## src/rtl/midi_voice_pkg.sv

```systemverilog
// midi_voice_pkg: shared MIDI status codes, allocator FSM states and event kinds
package midi_voice_pkg;
   localparam logic [3:0] MIDI_NOTE_ON  = 4'h9;
   localparam logic [3:0] MIDI_NOTE_OFF = 4'h8;
   localparam int NOTE_W = 8;
   typedef enum logic [1:0] {IDLE, SCAN, COMMIT} alloc_state_t;
   typedef enum logic [1:0] {EV_ON, EV_OFF, EV_NOP} ev_kind_t;
endpackage

```

## src/rtl/voice_age_bank.sv

```systemverilog
// voice_age_bank: NUM_VOICES saturating AGE_W-bit age counters
//   i_clk, i_nreset : clock, asynchronous active-low reset
//   i_clr           : per-voice clear to 0 (wins over increment)
//   i_inc           : increment every voice not being cleared
//   o_age           : current age per voice
module voice_age_bank #(
   parameter int NUM_VOICES = 8,
   parameter int AGE_W      = 4
) (
   input  logic                                i_clk,
   input  logic                                i_nreset,
   input  logic [NUM_VOICES-1:0]               i_clr,
   input  logic                                i_inc,
   output logic [NUM_VOICES-1:0][AGE_W-1:0]    o_age
);
   logic [NUM_VOICES-1:0][AGE_W-1:0] r_age;
   always_ff @(posedge i_clk or negedge i_nreset) begin
      if (!i_nreset) begin
         r_age <= '0;
      end else begin
         for (int v = 0; v < NUM_VOICES; v++) begin
            if (i_clr[v])
               r_age[v] <= '0;
            else if (i_inc && r_age[v] != '1)
               r_age[v] <= r_age[v] + 1'b1;
         end
      end
   end
   assign o_age = r_age;
endmodule

```

## src/rtl/midi_voice_alloc.sv

```systemverilog
// midi_voice_alloc: polyphonic voice allocator between MIDI parser and DDS voice bank
//   i_clk, i_nreset        : clock, asynchronous active-low reset
//   i_ev_valid/o_ev_ready  : event handshake; o_ev_ready high only in IDLE
//   i_ev_status/note/vel   : MIDI event fields (status upper nibble decoded)
//   i_voice_idle           : per-voice envelope finished
//   o_voice_note/vel       : per-voice note/velocity, voice v at [8v+7:8v]
//   o_voice_gate/trig      : per-voice key held / one-cycle envelope restart
//   o_drop_count           : saturating count of unplaced note-ons
// Optional macro VOICE_STEAL_EN: steal oldest releasing, else oldest gated voice
module midi_voice_alloc
   import midi_voice_pkg::*;
#(
   parameter int NUM_VOICES = 8,
   parameter int AGE_W      = 4
) (
   input  logic                           i_clk,
   input  logic                           i_nreset,
   input  logic                           i_ev_valid,
   output logic                           o_ev_ready,
   input  logic [7:0]                     i_ev_status,
   input  logic [NOTE_W-1:0]              i_ev_note,
   input  logic [7:0]                     i_ev_vel,
   input  logic [NUM_VOICES-1:0]          i_voice_idle,
   output logic [NUM_VOICES*NOTE_W-1:0]   o_voice_note,
   output logic [NUM_VOICES*8-1:0]        o_voice_vel,
   output logic [NUM_VOICES-1:0]          o_voice_gate,
   output logic [NUM_VOICES-1:0]          o_voice_trig,
   output logic [7:0]                     o_drop_count
);
   localparam int IDX_W = $clog2(NUM_VOICES);

   alloc_state_t                        r_state, w_state_next;
   ev_kind_t                            r_kind, w_kind;
   logic                                r_ready;
   logic [IDX_W-1:0]                    r_idx;
   logic [NOTE_W-1:0]                   r_note;
   logic [7:0]                          r_vel;
   logic [NUM_VOICES-1:0][NOTE_W-1:0]   r_vnote;
   logic [NUM_VOICES-1:0][7:0]          r_vvel;
   logic [NUM_VOICES-1:0]               r_vgate, r_vtrig;
   logic [NUM_VOICES-1:0]               r_match_mask, r_free_mask;
   logic [7:0]                          r_drop;
   logic [NUM_VOICES-1:0][AGE_W-1:0]    w_age;
   logic [NUM_VOICES-1:0]               w_clr;
   logic [IDX_W-1:0]                    w_match_idx, w_free_idx, w_tgt;
   logic                                w_xfer, w_cur_gate, w_cur_match, w_cur_free;
   logic                                w_commit, w_place, w_on, w_drop;
   logic                                w_unused;
   logic [3:0]                          w_hi;

   assign o_ev_ready   = r_ready;
   assign o_voice_note = r_vnote;
   assign o_voice_vel  = r_vvel;
   assign o_voice_gate = r_vgate;
   assign o_voice_trig = r_vtrig;
   assign o_drop_count = r_drop;

   assign w_xfer   = i_ev_valid && r_ready;
   assign w_commit = (r_state == COMMIT);
   assign w_hi     = i_ev_status[7:4];
   assign w_kind   = (i_ev_note == '0) ? EV_NOP :
                     (w_hi == MIDI_NOTE_ON && i_ev_vel != 8'd0) ? EV_ON :
                     (w_hi == MIDI_NOTE_OFF || w_hi == MIDI_NOTE_ON) ? EV_OFF : EV_NOP;

   // Classification of the voice under the scan pointer
   assign w_cur_gate  = r_vgate[r_idx];
   assign w_cur_match = w_cur_gate && (r_vnote[r_idx] == r_note);
   assign w_cur_free  = !w_cur_gate && i_voice_idle[r_idx];

   always_comb begin
      w_state_next = r_state;
      case (r_state)
         IDLE:    w_state_next = w_xfer ? SCAN : IDLE;
         SCAN:    w_state_next = (r_idx == IDX_W'(NUM_VOICES-1)) ? COMMIT : SCAN;
         COMMIT:  w_state_next = IDLE;
         default: w_state_next = IDLE;
      endcase
   end

   // Lowest-index match and free voice from the scan masks
   always_comb begin
      w_match_idx = '0;
      w_free_idx  = '0;
      for (int v = NUM_VOICES-1; v >= 0; v--) begin
         if (r_match_mask[v]) w_match_idx = IDX_W'(v);
         if (r_free_mask[v])  w_free_idx  = IDX_W'(v);
      end
   end

`ifdef VOICE_STEAL_EN
   logic             r_rel_found, r_gat_found;
   logic [IDX_W-1:0] r_rel_idx, r_gat_idx;
   logic [AGE_W-1:0] r_rel_age, r_gat_age;
   assign w_place  = 1'b1;
   assign w_tgt    = (|r_match_mask) ? w_match_idx : (|r_free_mask) ? w_free_idx :
                     r_rel_found ? r_rel_idx : r_gat_idx;
   assign w_unused = ^i_ev_status[3:0];
   // Strict '>' while scanning upward keeps ties on the lower index
   always_ff @(posedge i_clk or negedge i_nreset) begin
      if (!i_nreset) begin
         r_rel_found <= 1'b0;
         r_gat_found <= 1'b0;
         r_rel_idx   <= '0;
         r_gat_idx   <= '0;
         r_rel_age   <= '0;
         r_gat_age   <= '0;
      end else if (w_xfer) begin
         r_rel_found <= 1'b0;
         r_gat_found <= 1'b0;
      end else if (r_state == SCAN) begin
         if (!w_cur_gate && !i_voice_idle[r_idx] && (!r_rel_found || w_age[r_idx] > r_rel_age)) begin
            r_rel_found <= 1'b1;
            r_rel_idx   <= r_idx;
            r_rel_age   <= w_age[r_idx];
         end
         if (w_cur_gate && (!r_gat_found || w_age[r_idx] > r_gat_age)) begin
            r_gat_found <= 1'b1;
            r_gat_idx   <= r_idx;
            r_gat_age   <= w_age[r_idx];
         end
      end
   end
`else
   assign w_place  = (|r_match_mask) || (|r_free_mask);
   assign w_tgt    = (|r_match_mask) ? w_match_idx : w_free_idx;
   assign w_unused = ^{i_ev_status[3:0], w_age};
`endif

   assign w_on   = w_commit && (r_kind == EV_ON) && w_place;
   assign w_drop = w_commit && (r_kind == EV_ON) && !w_place;
   assign w_clr  = {{(NUM_VOICES-1){1'b0}}, w_on} << w_tgt;

   voice_age_bank #(.NUM_VOICES(NUM_VOICES), .AGE_W(AGE_W)) u_age (
      .i_clk    (i_clk),
      .i_nreset (i_nreset),
      .i_clr    (w_clr),
      .i_inc    (w_on),
      .o_age    (w_age)
   );

   always_ff @(posedge i_clk or negedge i_nreset) begin
      if (!i_nreset) begin
         r_state      <= IDLE;
         r_ready      <= 1'b0;
         r_kind       <= EV_NOP;
         r_idx        <= '0;
         r_note       <= '0;
         r_vel        <= '0;
         r_vnote      <= '0;
         r_vvel       <= '0;
         r_vgate      <= '0;
         r_vtrig      <= '0;
         r_match_mask <= '0;
         r_free_mask  <= '0;
         r_drop       <= '0;
      end else begin
         r_state <= w_state_next;
         r_ready <= (w_state_next == IDLE);
         r_vtrig <= '0;
         if (w_xfer) begin
            r_kind <= w_kind;
            r_note <= i_ev_note;
            r_vel  <= i_ev_vel;
            r_idx  <= '0;
         end
         if (r_state == SCAN) begin
            r_idx               <= r_idx + 1'b1;
            r_match_mask[r_idx] <= w_cur_match;
            r_free_mask[r_idx]  <= w_cur_free;
         end
         // Released voices whose envelope finished are emptied outside COMMIT
         for (int v = 0; v < NUM_VOICES; v++) begin
            if (!w_commit && !r_vgate[v] && i_voice_idle[v])
               r_vnote[v] <= '0;
         end
         if (w_on) begin
            r_vnote[w_tgt] <= r_note;
            r_vvel[w_tgt]  <= r_vel;
            r_vgate[w_tgt] <= 1'b1;
            r_vtrig[w_tgt] <= 1'b1;
         end
         if (w_commit && r_kind == EV_OFF)
            r_vgate <= r_vgate & ~r_match_mask;
         if (w_drop && r_drop != 8'hFF)
            r_drop <= r_drop + 8'd1;
      end
   end
endmodule

```

## config.mk

```make
export PLATFORM = sky130hd
export DESIGN_NAME = midi_voice_alloc
export DESIGN_NICKNAME = d
export VERILOG_FILES = /design/src/rtl/midi_voice_pkg.sv /design/src/rtl/voice_age_bank.sv /design/src/rtl/midi_voice_alloc.sv
export SDC_FILE = /design/constraint.sdc
export NUM_CORES = 1
export LEC_CHECK = 0
export CAP_MARGIN = 30
export CORE_ASPECT_RATIO = 1.4
export CORE_MARGIN = 8
export CORE_UTILIZATION = 55
export DETAILED_ROUTE_END_ITERATION = 16
export PLACE_DENSITY = 0.89
export SLEW_MARGIN = 20
export SYNTH_ARGS = -nofsm -noshare
export SYNTH_HDL_FRONTEND = slang
export SYNTH_SLANG_ARGS = --single-unit
export TNS_END_PERCENT = 10
```

## constraint.sdc

```tcl
create_clock -name i_clk -period 6.83 [get_ports i_clk]
set_input_delay 1.366 -clock i_clk [delete_from_list [all_inputs] [get_ports i_clk]]
set_output_delay 1.366 -clock i_clk [all_outputs]
set_load 0.005 [all_outputs]
```

# Yosys cells after proc, flatten, opt, wreduce, memory -nomap -nowiden
# Index checks and enable logic that the tools add are counted.
[totals]
reg_bits = 192
out_inout_bits = 153
[classes]
n_eq_ne = 8
n_addsub = 2
n_lt_le_gt_ge = 4
n_reduce_logical = 49
n_bitwise = 3
mux = 53
[op_table]
columns = ["operator", "n"]
rows = [
  ["bitwise mux 64 bit", 2],
  ["two-way mux 8 bit", 13],
  ["two-way mux 64 bit", 1],
  ["two-way mux 3 bit", 19],
  ["logical AND 1 bit", 27],
  ["binary-select mux 8 bit (select 3 bit)", 1],
  ["demux 8 bit (select 3 bit)", 1],
  ["bitwise mux 8 bit", 2],
  ["OR reduction 8 bit", 2],
  ["logical NOT 1 bit", 11],
  ["adder 8 x 1 -> 8 bit, second input constant", 1],
  ["AND 8 bit", 1],
  ["== test 4 bit, second input constant", 2],
  ["== test 8 bit", 1],
  ["logical NOT 8 bit", 1],
  ["less-than comparator 3 x 4 -> 1 bit, second input constant", 2],
  ["two-way mux 2 bit", 4],
  ["!= test 8 bit, second input constant", 1],
  ["NOT 8 bit", 1],
  ["OR 8 bit", 1],
  ["nonzero test 8 bit", 1],
  ["binary-select mux 1 bit (select 3 bit)", 2],
  ["demux 1 bit (select 3 bit)", 2],
  ["greater-or-equal comparator 3 x 1 -> 1 bit, second input constant", 2],
  ["9 further kinds", 18],
]

# Logic depth before layout (Yosys ltp)
# Gate-level depths: netlist (run 1).
[depth]
ltp_word = 16
depth_mapped = 9

# Worst setup path after synthesis (run 1)
# Ideal clock, no wire load.
[synth_path]
path_kind = "in2reg"
from = "input i_voice_idle[7]"
to = "register r_free_mask[0]"
setup_time_ps = 125
arrival_ps = 2288
path_slack_ps = 4417
path_buffers = 0
required_ps = 6705
cell_stages = 4
path_cell_list = "mux4_2 -> mux2i_1 -> nor2_1 -> mux2_2"
[synth_between]
elab_chain_cells = 4
[synth_lines]
columns = ["item", "line_no", "rtl"]
rows = [
  ["start, declared", "midi_voice_alloc.sv:23", "input logic [NUM_VOICES-1:0] i_voice_idle,"],
  ["binary-select mux 1 bit (select 3 bit)", "midi_voice_alloc.sv:68", "assign w_cur_free = !w_cur_gate && i_voice_idle[r_idx];"],
  ["two-way mux 1 bit (not written as such)", "midi_voice_alloc.sv:68", ""],
  ["logical AND 1 bit", "midi_voice_alloc.sv:68", ""],
  ["bitwise mux 8 bit", "midi_voice_alloc.sv:169", "r_free_mask[r_idx] <= w_cur_free;"],
  ["end signal, assigned by index", "midi_voice_alloc.sv:169", ""],
  ["end, declared", "midi_voice_alloc.sv:41", "logic [NUM_VOICES-1:0] r_match_mask, r_free_mask;"],
]
# No other way between the ends. The select of a mux whose other input is x is not followed.
# A chain may end at the register's enable or synchronous reset.

# Final worst setup path (run 1)
[layout_path]
from = "register r_idx[1]"
to = "register r_match_mask[1]"
[layout_between]
elab_chain_cells = 5
[layout_lines]
columns = ["item", "line_no", "rtl"]
rows = [
  ["start, declared", "midi_voice_alloc.sv:35", "logic [IDX_W-1:0] r_idx;"],
  ["start signal, assigned", "midi_voice_alloc.sv:167", "r_idx <= r_idx + 1'b1;"],
  ["less-than comparator 3 x 4 -> 1 bit (not written as such) (tied with other cells)", "midi_voice_alloc.sv:168", "r_match_mask[r_idx] <= w_cur_match;"],
  ["logical AND 1 bit (not written as such) / two-way mux 8 bit (equally long branches)", "midi_voice_alloc.sv:168, midi_voice_alloc.sv:67", ""],
  ["two-way mux 1 bit (not written as such) / == test 8 bit (equally long branches)", "midi_voice_alloc.sv:168, midi_voice_alloc.sv:67", ""],
  ["demux 1 bit (select 3 bit) / logical AND 1 bit (equally long branches)", "midi_voice_alloc.sv:168, midi_voice_alloc.sv:67", ""],
  ["bitwise mux 8 bit *", "midi_voice_alloc.sv:168", ""],
  ["end signal, assigned by index", "midi_voice_alloc.sv:168", ""],
  ["end, declared", "midi_voice_alloc.sv:41", ""],
]
# Mark *: on every way between the ends. The rest lies on a longest branch, timed or not. The select of a mux whose other input is x is not followed.

==> impl_summary.md, run 1 <==
Floorplanning
The I/O pin count is 188. The total number of placement rows is 54. The core box area is 15400 µm². The die width is 121 µm. The initial utilization of the core area, before any placement, comes to 0.554. The die boundary height is 163 µm. The area enclosed by the die boundary is 19800 µm².

Synth
The share of synthesized area occupied by flip-flops and latches is 0.564. Yosys mapped the design onto 50 distinct sky130hd cell types. During synthesis, Yosys emitted a total of 0 warnings. Of the post-synthesis cell area, the dominant cell type holds 0.561. The synthesized instance count is 663. The synthesized design spends more area on one cell type than any other, namely sky130_fd_sc_hd__dfrtp_1.

Each instance of the synthesized netlist takes up on average 12.9 µm². The synthesized net count is 701. Ranked by total cell area, the synthesized netlist is headed by sky130_fd_sc_hd__dfrtp_1, sky130_fd_sc_hd__mux2_2, sky130_fd_sc_hd__mux2i_1, sky130_fd_sc_hd__nand2_1, sky130_fd_sc_hd__mux4_2. After synthesis the cells add up to 8530 µm². The flip-flop and latch count after synthesis is 192.

Clocking
The register clock-pin slew on the reported worst setup and hold paths is 80 ps. The number of clock buffers inserted by TritonCTS is 17. The source-to-sink clock delay at the later pin of the worst-skew pair is 440 ps. The count of clock tree sinks is 192. The maximum clock path buffer count is 2. In this run, post-CTS repair resized a total of 0 instances.

The count of buffers added by post-CTS timing repair for setup is 0. The tree is rooted in a sky130_fd_sc_hd__clkbuf_16. The H-tree was split into 4 levels. After clock tree synthesis, the flow added hold-fix buffers numbering 0. TritonCTS built the clock tree.

Critical path
The data required time at the worst endpoint is 7140 ps. The critical-path maximum fanout is 24. The endpoint class of the critical path is a flop. Data on the critical path arrives at its endpoint at 3300 ps.

STA classifies the critical path startpoint as a flop. The critical setup path kind is reg2reg.

Layout
At the end of the flow, the number of nets in the layout was 888. The share of post-route cells with drive strength above 1 is 0.161. The number of diodes added for antenna fixing is 0. With fillers left out, the area of the finished cells amounts to 11200 µm². From synthesis to final layout, the design area changed by 31.3%.

Global route
The number of global-route vias before repair came to 6738. Entering global routing, the biggest net connects 125 pins. The global-route wire length before repair is 37700 µm.

Across every metal layer, demand over resource in global routing totals 0.247. Global routing finished with a remaining overflow of 0. The number of antenna violations at the first check in global routing is 0.

Drt
After detailed routing, the number of remaining DRC violations is 0. The first detailed-routing pass took 5 iterations. The remaining antenna violation count after routing is 0. The detailed router placed 6306 vias in this run. Using the TritonRoute via totals, the vias-per-cell ratio works out to 5.95. The final wirelength is 24300 µm. The wire length per cell is 22.9 µm. The starting DRC count in detailed routing is 578.

STA
The share of the clock period used by the worst path is 0.438. Setup repair after global routing left no endpoint under its margin. On the final layout, the worst hold slack is 491 ps. The final period demand of the worst path is 2990 ps. Adding up every negative setup slack in the final design gives 0 ps. The normalized max-slew margin is 0.376. For the pin with the worst max-slew slack, the measured transition is 934 ps. The worst clock skew is 16.3 ps.

For this run, the top clock speed supported by timing is 334 MHz. The final-report max-slew violation count is 0. The hold violation total from the final report was 0. Setup violations remaining at the end of the flow were counted as 0.

Min path
The worst hold path belongs to the class reg2reg.

Pwr
The power density normalized to cell area is 290 nW/µm². The worst-case IR drop observed on VDD is 0.215 mV. The overall power is 3.24 mW.

Summed over all cells, the static leakage comes to 5.17 nW.

Placement
The global placement routability congestion is 0.880. Summing all placed instances gives a cell area of 10500 µm². The detailed placer's ending HPWL is 16800 µm.

The count of port buffers added during placement is 183.

Outcome
The run finished with clean final reports.

Run
Max-cap violations in this run came to 0.
[synth_stat cells, drive strengths merged]
master  instances
dfrtp         191
nand2         109
mux2           90
mux2i          80
buf            21
xnor2          14
nand3b         12
nor2           12
o21ai          12
nand3          11
mux4           10
o31ai           9
a21oi           8
clkinv          8
nor2b           8
nor4            8
nand4           7
inv             6
a21o            5
a221oi          4
o21bai          4
o22ai           4
clkbuf          3
ha              3
nand2b          3
a22o            2
and2            2
and3            2
nor3b           2
o21a            2
o31a            2
a21boi          1
a22oi           1
dfstp           1
nor3            1
o311a           1
o311ai          1
or3             1
or4             1
xor2            1
[layout by cell type, fill, tap and decap left out, types with 6 or more instances in the layout]
master and instances:
sky130_fd_sc_hd__dfrtp_1 191, sky130_fd_sc_hd__nand4_1 7, sky130_fd_sc_hd__xnor2_1 14, sky130_fd_sc_hd__clkinv_1 8, sky130_fd_sc_hd__mux2_2 74, sky130_fd_sc_hd__inv_1 6
sky130_fd_sc_hd__nor2b_1 8, sky130_fd_sc_hd__mux2i_1 80, sky130_fd_sc_hd__clkbuf_16 17, sky130_fd_sc_hd__o21ai_0 9, sky130_fd_sc_hd__clkdlybuf4s50_1 182, sky130_fd_sc_hd__nand2_1 109
sky130_fd_sc_hd__o31ai_1 9, sky130_fd_sc_hd__mux4_2 10, sky130_fd_sc_hd__nand3b_1 11, sky130_fd_sc_hd__nand3_1 11, sky130_fd_sc_hd__nor2_1 12, sky130_fd_sc_hd__mux2_1 16
[final cells by class]
type	count	area (µm²)
inverter	14	52.6
clock buffer	17	425
fill	1042	4210
timing repair buffer	192	1960
sequential	192	4810
tap	196	245
clock inverter	15	195
multi-input combinational	433	3510
[where the power goes]
part           internal [mW]  switching, mW
registers               1.25          0.177
logic                  0.344          0.427
clock network          0.561          0.481
[per-stage QoR]
stage | worst slack, ps | std cells | util
floorplan | 4420 | 663 | -
global placement | 3720 | 1022 | 0.680
detailed placement | 3720 | 1023 | 0.681
CTS | 3910 | 1055 | 0.721
global route | 3770 | 1059 | 0.727
finish | 3840 | 1059 | 0.727
[worst paths after layout]
kind / slack (ps) / depth (start not counted) / endpoint / start
setup / recovery: 3840 / 7 / r_match_mask[1] / r_idx[1]
setup reg to reg: 3840 / 7 / r_match_mask[1] / r_idx[1]
min in group asynchronous: 810 / 1 / o_voice_vel[5] / i_nreset
hold reg to reg: 490 / 1 / o_voice_vel[48] / o_voice_vel[48]
hold / removal: 490 / 1 / o_voice_vel[48] / o_voice_vel[48]
max in group asynchronous: 4640 / 4 / r_free_mask[5] / i_nreset
[routing by layer]
metal | vias up | wire length (µm) | GRT usage
met4 | 0 | 875 | 0.118
li1 | 2733 | - | -
met5 | - | 0 | 0
met2 | 295 | 12300 | 0.415
met1 | 3216 | 8960 | 0.282
met3 | 62 | 2090 | 0.0751
[cell families after synthesis]
logic type | Yosys count | share of synthesized area
adders and majority gates | 3 | 0.00440
muxes | 180 | 0.239
and+or+nand+nor | 179 | 0.101
buffers and inverters | 38 | 0.0249
AOI/OAI and AO/OA | 56 | 0.0515
xor gates and xnor gates | 15 | 0.0154
DFF | 192 | 0.564
[critical path, cell delays in order (launching register included)]
cell,delay [ps]
sky130_fd_sc_hd__dfrtp_1,670
sky130_fd_sc_hd__buf_4,440
sky130_fd_sc_hd__mux4_2,590
sky130_fd_sc_hd__mux2i_1,190
sky130_fd_sc_hd__xnor2_1,90
sky130_fd_sc_hd__nor2_1,80
sky130_fd_sc_hd__nand4_1,340
sky130_fd_sc_hd__o31ai_1,450
[sequential cells by signal, summed over array words and instances (netlist names), 8 cells and up]
signal / cells
r_vel: 8
r_match_mask: 8
o_voice_trig: 8
o_voice_gate: 8
r_free_mask: 8
o_drop_count: 8
r_note: 8
o_voice_note: 64
o_voice_vel: 64
Power figures use the tool's default switching activity.
==> run 2, diff against run 1 <==
Settings changed: CORE_UTILIZATION 55 to 46, PLACE_DENSITY 0.89 to 0.8.
Clock period 6.83 ns to 2.62 ns, I/O delays scaled along.
==> run 2 against run 1 <==
Fmax grew 22%. Critical endpoint is now o_voice_note[42]. Sequential cell count stayed put. Cell count grew 6.9%. Global-route usage shrank 2.9 points. Count of clock-buffer cells in the layout unchanged. Power rose to 2.7 times the previous value.
==> impl_summary.md, run 2 (synthesized netlist as in run 1, its figures left out) <==
Outcome
Run status: finished clean (unchanged).

Layout
The most frequent standard cell in the layout excluding fill and tap cells is sky130_fd_sc_hd__dfrtp_1 (unchanged). The signed area change from the synthesized netlist to the final layout is 34.8% (was 31.3%). The share of post-route cells with drive strength above 1 is 0.184 (was 0.161). Commonest cells after routing, fill and taps aside: sky130_fd_sc_hd__dfrtp_1, sky130_fd_sc_hd__clkdlybuf4s50_1, sky130_fd_sc_hd__nand2_1, sky130_fd_sc_hd__mux2i_1, sky130_fd_sc_hd__mux2_2 (unchanged). The net count reported at finish is 912 (was 888).

Clocking
The H-tree depth reported by CTS came to 4 (unchanged). The source-to-sink clock delay at the later pin of the worst-skew pair was 430 ps (was 440 ps). The TritonCTS clock tree is yes (unchanged). The maximum clock path buffer count is 2 (unchanged). The number of clock buffers inserted by TritonCTS is 17 (unchanged). The hold buffer count at cts is 0 (unchanged). The count of clock tree sinks came to 192 (unchanged). The buffer cell driving the clock tree root was sky130_fd_sc_hd__clkbuf_16 (unchanged). The register clock-pin slew on the reported worst setup and hold paths is 80 ps (about the same).

STA
The worst clock skew was 10.7 ps (was 16.3 ps). The hold violation total from the final report was 0 (unchanged). The share of the clock period used by the worst path is 0.939 (was 0.438).

The maximum clock frequency is 407 MHz (was 334 MHz). The post-route worst hold slack came to 68.6 ps (was 491 ps). The normalized max-slew margin is 0.551 (was 0.376). RSZ-0062 raised after global routing: no (unchanged). The final-report max-slew violation count is 0 (unchanged). The final period demand of the worst path was 2460 ps (was 2990 ps). The sum of negative setup slack is 0 ps (unchanged). The slew of the pin with the lowest slew margin came to 673 ps (was 934 ps). The setup-violating endpoint count in the final report is 0 (unchanged).

Drt
The via density per instance came to 5.48 (was 5.95). The final wirelength came to 24600 µm (was 24300 µm). The residual DRC count came to 0 (unchanged).

The starting DRC count in detailed routing is 489 (was 578). The remaining antenna violation count after routing came to 0 (unchanged). The wire length per cell is 21.7 µm (was 22.9 µm). The via count is 6202 (was 6306). The number of search-and-repair iterations in the first detailed-routing pass is 5 (unchanged).

Global route
The peak-usage layer in the global routing report is met2 (unchanged). The number of antenna violations at the first check in global routing is 1 (was 0). The global-route wire length before repair is 38300 µm (was 37700 µm). The routing usage on met2 is 0.363 (was 0.415).

The number of global-route vias before repair was 6721 (was 6738). The met1 track utilization from global routing is 0.251 (was 0.282). The maximum number of pins on one net before global-route repair was 73 (was 125). The total track usage was 0.219 (was 0.247).

The total grt overflow is 0 (unchanged). The met3 demand-to-capacity share in global routing came to 0.0802 (was 0.0751).

Floorplanning
The starting utilization of the core area is 0.464 (was 0.554). The I/O pin count was 188 (unchanged). The die boundary height was 177 µm (was 163 µm).

The die width was 131 µm (was 121 µm). The area enclosed by the die boundary is 23200 µm² (was 19800 µm²). The total number of placement rows came to 59 (was 54).

The core box area was 18400 µm² (was 15400 µm²).

Placement
The detailed placer's ending HPWL is 18100 µm (was 16800 µm). The count of port buffers added during placement is 183 (unchanged). The global placement routability congestion is 0.859 (was 0.880).

Critical path
The depth of the critical timing path with buffers and inverters included is 7 (unchanged). The endpoint class of the critical path is a flop (unchanged). The cell with the largest stage delay on the worst path is sky130_fd_sc_hd__or4_4 (was sky130_fd_sc_hd__dfrtp_1).

The maximum single-stage delay on the critical path is 510 ps (was 670 ps). The buffer and inverter count on the worst path came to 1 (unchanged). The critical setup path kind is reg2reg (unchanged).

The data arrival time at the worst-slack endpoint came to 2810 ps (was 3300 ps). The data required time at the worst endpoint is 2970 ps (was 7140 ps). The category of cells accounting for the largest share of critical-path delay is simple AND/OR/NAND/NOR gates (was multiplexers). The critical-path maximum fanout is 10 (was 24). The depth of the most critical reg-to-reg path is 7 (unchanged).

The critical path startpoint category is a flop (unchanged). Cell chain of the critical path: or4_4, o21a_1, nor3b_2, o21ai_1, a21oi_4, buf_4, mux2i_1 (was buf_4, mux4_2, mux2i_1, xnor2_1, nor2_1, nand4_1, o31ai_1).

Pwr
The worst supply voltage drop on vdd was 0.539 mV (was 0.215 mV). The leakage power of the design is 5.31 nW (was 5.17 nW). The power density normalized to cell area is 756 nW/µm² (was 290 nW/µm²).

Min path
The classification of the worst-slack hold path is in2async (was reg2reg).

Run
The number of maximum-capacitance constraint violations came to 0 (unchanged).
==> run 2: cell types whose count changed in the layout (fill, tap and decap cells not counted), sizes merged <==
cell / change
clkinvlp: -2
bufinv: +1
clkinv: +3
diode: +1
buf: +24
inv: -2
==> run 2: worst register-to-register path, stage by stage (launching register included) <==
cell                      delay, ps
sky130_fd_sc_hd__dfrtp_1        450
sky130_fd_sc_hd__or4_4          510
sky130_fd_sc_hd__o21a_1         200
sky130_fd_sc_hd__nor3b_2        220
sky130_fd_sc_hd__o21ai_1        150
sky130_fd_sc_hd__a21oi_4        370
sky130_fd_sc_hd__buf_4          270
sky130_fd_sc_hd__mux2i_1        210
==> run 2: report_power, final <==
| part | switching [mW] | leakage (nW) | internal [mW] |
|---|---|---|---|
| registers | 0.433 | 2.62 | 3.27 |
| logic | 1.18 | 2.36 | 0.952 |
| clock network | 1.28 | 0.323 | 1.58 |
==> run 2: layer usage <==
layer	share of wire	vias to the layer above	routed length, µm
li1	-	2777	-
met1	0.37	3135	9130
met2	0.50	254	12400
met3	0.097	36	2380
met4	0.027	0	655
met5	0	-	0
==> run 2: layout make-up <==
class / count / area (µm²)
fill: 1392 / 6890
sequential: 192 / 4810
multi-input combinational: 433 / 3510
timing repair buffer: 216 / 2150
clock buffer: 17 / 425
tap: 244 / 305
clock inverter: 15 / 245
inverter: 14 / 52.6
antenna: 1 / 2.50
==> run 2: stage by stage <==
step / setup WS, ps / util / instances / cell area, µm² / power (mW)
6_report: 160 / 0.625 / 1132 / 11500 / 8.69
5_1_grt: 16.0 / 0.625 / 1132 / 11500 / 9.05
4_1_cts: 39.9 / 0.624 / 1130 / 11500 / 8.71
3_5_place_dp: 44.1 / 0.587 / 1098 / 10800 / 5.87
3_3_place_gp: 208 / 0.587 / 1098 / 10800 / 5.81
2_1_floorplan: 447 / - / 663 / 8530 / 4.95
==> run 2: path summary, 6_finish.rpt <==
kind                       slack, ps               end           start
max reg2reg                      160  o_voice_note[42]  r_free_mask[1]
max                              160  o_voice_note[42]  r_free_mask[1]
min reg2reg                      480        r_state[0]      r_state[0]
max in group asynchronous       1770         r_kind[1]        i_nreset
min                               70   o_voice_trig[4]        i_nreset
min in group i_clk               480        r_state[0]      r_state[0]
==> run 2: what timing repair did <==
item	CTS	global route
endpoints found under the setup margin	0	7
buffers inserted	0	1
resized for setup	0	0
==> run 3, diff against run 2 <==
Settings changed: ABC_AREA set to 1, CORE_UTILIZATION 46 to 47, REMOVE_ABC_BUFFERS set to 1.
==> run 3 against run 2 <==
Cell count increased by 41%. Fmax rose by 3.4%. Via count rose by 32%. Clock power decreased by 9.5%. Register-to-register slack gained 80 ps. Critical path type unchanged. Largest power group unchanged.
==> impl_summary.md, run 3 <==
Synth
The combined area of all synthesized cells was 9050 µm² (was 8530 µm²). The synthesized instance count came to 1150 (was 663). The leading area contributor after synthesis is sky130_fd_sc_hd__dfrtp_1 (unchanged).

The count of cell types in the netlist is 33 (was 50). The top-area cell type share of the netlist area is 0.528 (was 0.561). The mean instance size in the synthesized netlist came to 7.87 µm² (was 12.9 µm²). The count of flip-flops with a built-in enable after synthesis is 0 (unchanged).

The synthesized-area fraction occupied by ao, oa, aoi and oai cells came to 0.0674 (was 0.0515). The share of cell area taken by muxes after synthesis came to 0.00249 (was 0.239). The count of synthesis-stage warnings from yosys is 0 (unchanged). Top cells by area in the synthesized netlist: sky130_fd_sc_hd__dfrtp_1, sky130_fd_sc_hd__nand2_1, sky130_fd_sc_hd__nand3_1, sky130_fd_sc_hd__inv_1, sky130_fd_sc_hd__nor2_1 (was sky130_fd_sc_hd__dfrtp_1, sky130_fd_sc_hd__mux2_2, sky130_fd_sc_hd__mux2i_1, sky130_fd_sc_hd__nand2_1, sky130_fd_sc_hd__mux4_2). The share of synthesized registers carrying an async set or reset was 1.00 (unchanged). Most frequent cells after synthesis: sky130_fd_sc_hd__nand2_1, sky130_fd_sc_hd__dfrtp_1, sky130_fd_sc_hd__inv_1 (was sky130_fd_sc_hd__dfrtp_1, sky130_fd_sc_hd__nand2_1, sky130_fd_sc_hd__mux2i_1). The leading register cell type out of synthesis is sky130_fd_sc_hd__dfrtp_1 (unchanged).

The library cell with the highest instance count after synthesis is sky130_fd_sc_hd__nand2_1 (was sky130_fd_sc_hd__dfrtp_1). The dominant combinational cell family by area after synthesis is simple AND/OR/NAND/NOR gates (was multiplexers). The share of synthesized area occupied by flip-flops and latches came to 0.531 (was 0.564). The post-synthesis share of cell area spent on full adders, half adders and majority gates came to 0.00415 (was 0.00440). The xor and xnor fraction of the mapped netlist area came to 0.00871 (was 0.0154). The simple logic cell fraction of the synthesized area is 0.299 (was 0.101). The flip-flop and latch count after synthesis is 192 (unchanged).

STA
The normalized max-slew margin came to 0.405 (was 0.551). The maximum clock frequency is 420 MHz (was 407 MHz). The post-route worst hold slack came to 101 ps (was 68.6 ps). The share of the clock period used by the worst path is 0.908 (was 0.939). The sum of negative setup slack is 0 ps (unchanged). The setup-violating endpoint count in the final report is 0 (unchanged). The final-report max-slew violation count is 0 (unchanged). The worst clock skew came to 8.63 ps (was 10.7 ps). The slew of the pin with the lowest slew margin is 883 ps (was 673 ps). The hold violation total from the final report is 0 (unchanged). RSZ-0062 raised after global routing: no (unchanged). The final period demand of the worst path is 2380 ps (was 2460 ps).

Pwr
The overall power is 9.28 mW (was 8.69 mW). The power density normalized to cell area is 789 nW/µm² (was 756 nW/µm²). The worst supply voltage drop on vdd was 0.541 mV (was 0.539 mV). The leakage power of the design is 5.93 nW (was 5.31 nW). The register share of total power is 0.396 (was 0.426). The internal power component came to 5.51 mW (was 5.80 mW).

The combinational share of power came to 0.326 (was 0.245). The switching share of total power is 0.406 (was 0.333). The clock power share was 0.278 (was 0.329). The switching power is 3.76 mW (was 2.89 mW).

Floorplanning
The die boundary height is 180 µm (was 177 µm). The area enclosed by the die boundary came to 24000 µm² (was 23200 µm²). The starting utilization of the core area came to 0.475 (was 0.464). The die width is 133 µm (was 131 µm).

The total number of placement rows is 60 (was 59). The core box area is 19100 µm² (was 18400 µm²). The I/O pin count is 188 (unchanged).

Drt
The via density per instance is 5.15 (was 5.48). The residual DRC count was 0 (unchanged). The remaining antenna violation count after routing is 0 (unchanged). The number of search-and-repair iterations in the first detailed-routing pass is 5 (unchanged). The via count came to 8217 (was 6202). The wire length per cell is 17.8 µm (was 21.7 µm). The starting DRC count in detailed routing is 703 (was 489). The final wirelength is 28300 µm (was 24600 µm).

Critical path
Cell chain of the critical path: nor2_2, nand2_1, nor3_4, nand3_1, nand2_4, inv_2, buf_4, nand2_4, nand2_1, nand2_1 (was or4_4, o21a_1, nor3b_2, o21ai_1, a21oi_4, buf_4, mux2i_1). The maximum single-stage delay on the critical path is 410 ps (was 510 ps). The buffer and inverter count on the worst path is 2 (was 1).

The critical setup path kind is reg2reg (unchanged). The cell repeated most along the worst path is sky130_fd_sc_hd__nand2_1. The critical-path maximum fanout was 34 (was 10).

The data required time at the worst endpoint is 2990 ps (was 2970 ps). The cell with the largest stage delay on the worst path was sky130_fd_sc_hd__dfrtp_1 (was sky130_fd_sc_hd__or4_4). The critical path startpoint category is a flop (unchanged). The category of cells accounting for the largest share of critical-path delay is simple AND/OR/NAND/NOR gates (unchanged). The endpoint class of the critical path is a flop (unchanged). The data arrival time at the worst-slack endpoint is 2750 ps (was 2810 ps).

Run
The number of maximum-capacitance constraint violations is 0 (unchanged).

Global route
The maximum number of pins on one net before global-route repair is 78 (was 73). The total track usage is 0.236 (was 0.219). The global-route wire length before repair is 44700 µm (was 38300 µm).

The total grt overflow is 0 (unchanged). The number of antenna violations at the first check in global routing came to 0 (was 1). The number of global-route vias before repair is 8277 (was 6721).

Placement
The detailed placer's ending HPWL came to 20900 µm (was 18100 µm). The global placement routability congestion is 0.930 (was 0.859). The count of port buffers added during placement is 183 (unchanged).

The total instance count after detailed placement came to 1562 (was 1098).

Layout
The non-filler instance count after layout was 1594 (was 1132). The most frequent standard cell in the layout excluding fill and tap cells is sky130_fd_sc_hd__nand2_1 (was sky130_fd_sc_hd__dfrtp_1). The number of diodes added for antenna fixing is 0 (was 1). The net count reported at finish is 1371 (was 912). Commonest cells after routing, fill and taps aside: sky130_fd_sc_hd__nand2_1, sky130_fd_sc_hd__dfrtp_1, sky130_fd_sc_hd__clkdlybuf4s50_1, sky130_fd_sc_hd__inv_1, sky130_fd_sc_hd__nand3_1 (was sky130_fd_sc_hd__dfrtp_1, sky130_fd_sc_hd__clkdlybuf4s50_1, sky130_fd_sc_hd__nand2_1, sky130_fd_sc_hd__mux2i_1, sky130_fd_sc_hd__mux2_2). The count of filler cells inserted in the layout is 1663 (was 1392). The share of post-route cells with drive strength above 1 is 0.0661 (was 0.184). The signed area change from the synthesized netlist to the final layout is 29.9% (was 34.8%). The share of the core filled with cells in the final layout is 0.617 (was 0.625).

Clocking
The maximum clock path buffer count is 2 (unchanged). The TritonCTS clock tree is yes (unchanged). The count of clock tree sinks was 192 (unchanged). The count of buffers added by post-CTS timing repair for setup is 0 (unchanged).

The H-tree depth reported by CTS was 4 (unchanged). The number of gates resized after CTS was 0 (unchanged). The number of clock buffers inserted by TritonCTS is 17 (unchanged). The buffer cell driving the clock tree root is sky130_fd_sc_hd__clkbuf_16 (unchanged). The source-to-sink clock delay at the later pin of the worst-skew pair is 430 ps (about the same). The register clock-pin slew on the reported worst setup and hold paths came to 70 ps (was 80 ps).

The hold buffer count at cts is 0 (unchanged).

Outcome
Run status: finished clean (unchanged).

Min path
The classification of the worst-slack hold path is in2async (unchanged).
==> run 3: layer usage <==
layer / track usage / up-vias / routed length, µm
li1: - / 3951 / -
met1: 0.265 / 3867 / 10600
met2: 0.393 / 323 / 14100
met3: 0.0656 / 76 / 2090
met4: 0.136 / 0 / 1530
met5: 0 / - / 0
==> run 3: worst paths after layout <==
check | from | to | slack [ps] | cells after the start
worst max register to register | r_match_mask[1] | o_voice_note[17] | 240 | 10
worst min-delay path | i_nreset | o_voice_note[52] | 100 | 1
min in group i_clk | r_state[1] | r_state[1] | 440 | 1
worst max-delay path | r_match_mask[1] | o_voice_note[17] | 240 | 10
max in group asynchronous | i_nreset | r_kind[1] | 1750 | 2
worst min register to register | r_state[1] | r_state[1] | 440 | 1
==> run 3: final cells by class <==
cell class | count | area [µm²] | area share
sequential | 192 | 4810 | 0.409
clock buffer | 19 | 453 | 0.0385
inverter | 141 | 529 | 0.0450
clock inverter | 13 | 128 | 0.0109
multi-input combinational | 771 | 3460 | 0.294
tap | 248 | 310 | 0.0264
timing repair buffer | 210 | 2080 | 0.177
==> run 3: power by group through the flow <==
stage / combinational, mW / clock, mW / sequential, mW
final: 3.02 / 2.58 / 3.67
after global routing: 3.32 / 2.73 / 3.71
after CTS: 3.02 / 2.60 / 3.67
after detailed placement: 3.00 / 0 / 3.72
after global placement: 2.95 / 0 / 3.71
after floorplan: 1.76 / 0 / 3.62
==> run 3: worst register-to-register path: cells and delay by family (launching register included) <==
kind / cells / cell delay [ps]
simple gates: 8 / 1460
buf+inv: 2 / 450
flops: 1 / 410
==> run 3: cell families after synthesis <==
logic type,after synthesis
DFF,192
and+or+nand+nor,641
muxes,2
adders and majority gates,3
buffers and inverters,187
xor gates and xnor gates,9
AOI/OAI and AO/OA,116
==> run 3: stage by stage <==
step | area (µm²) | setup WS [ps]
floorplan | 8790 | 128
global placement | 11200 | 306
detailed placement | 11200 | 266
CTS | 11800 | 238
global route | 11800 | 7.46
finish | 11800 | 241
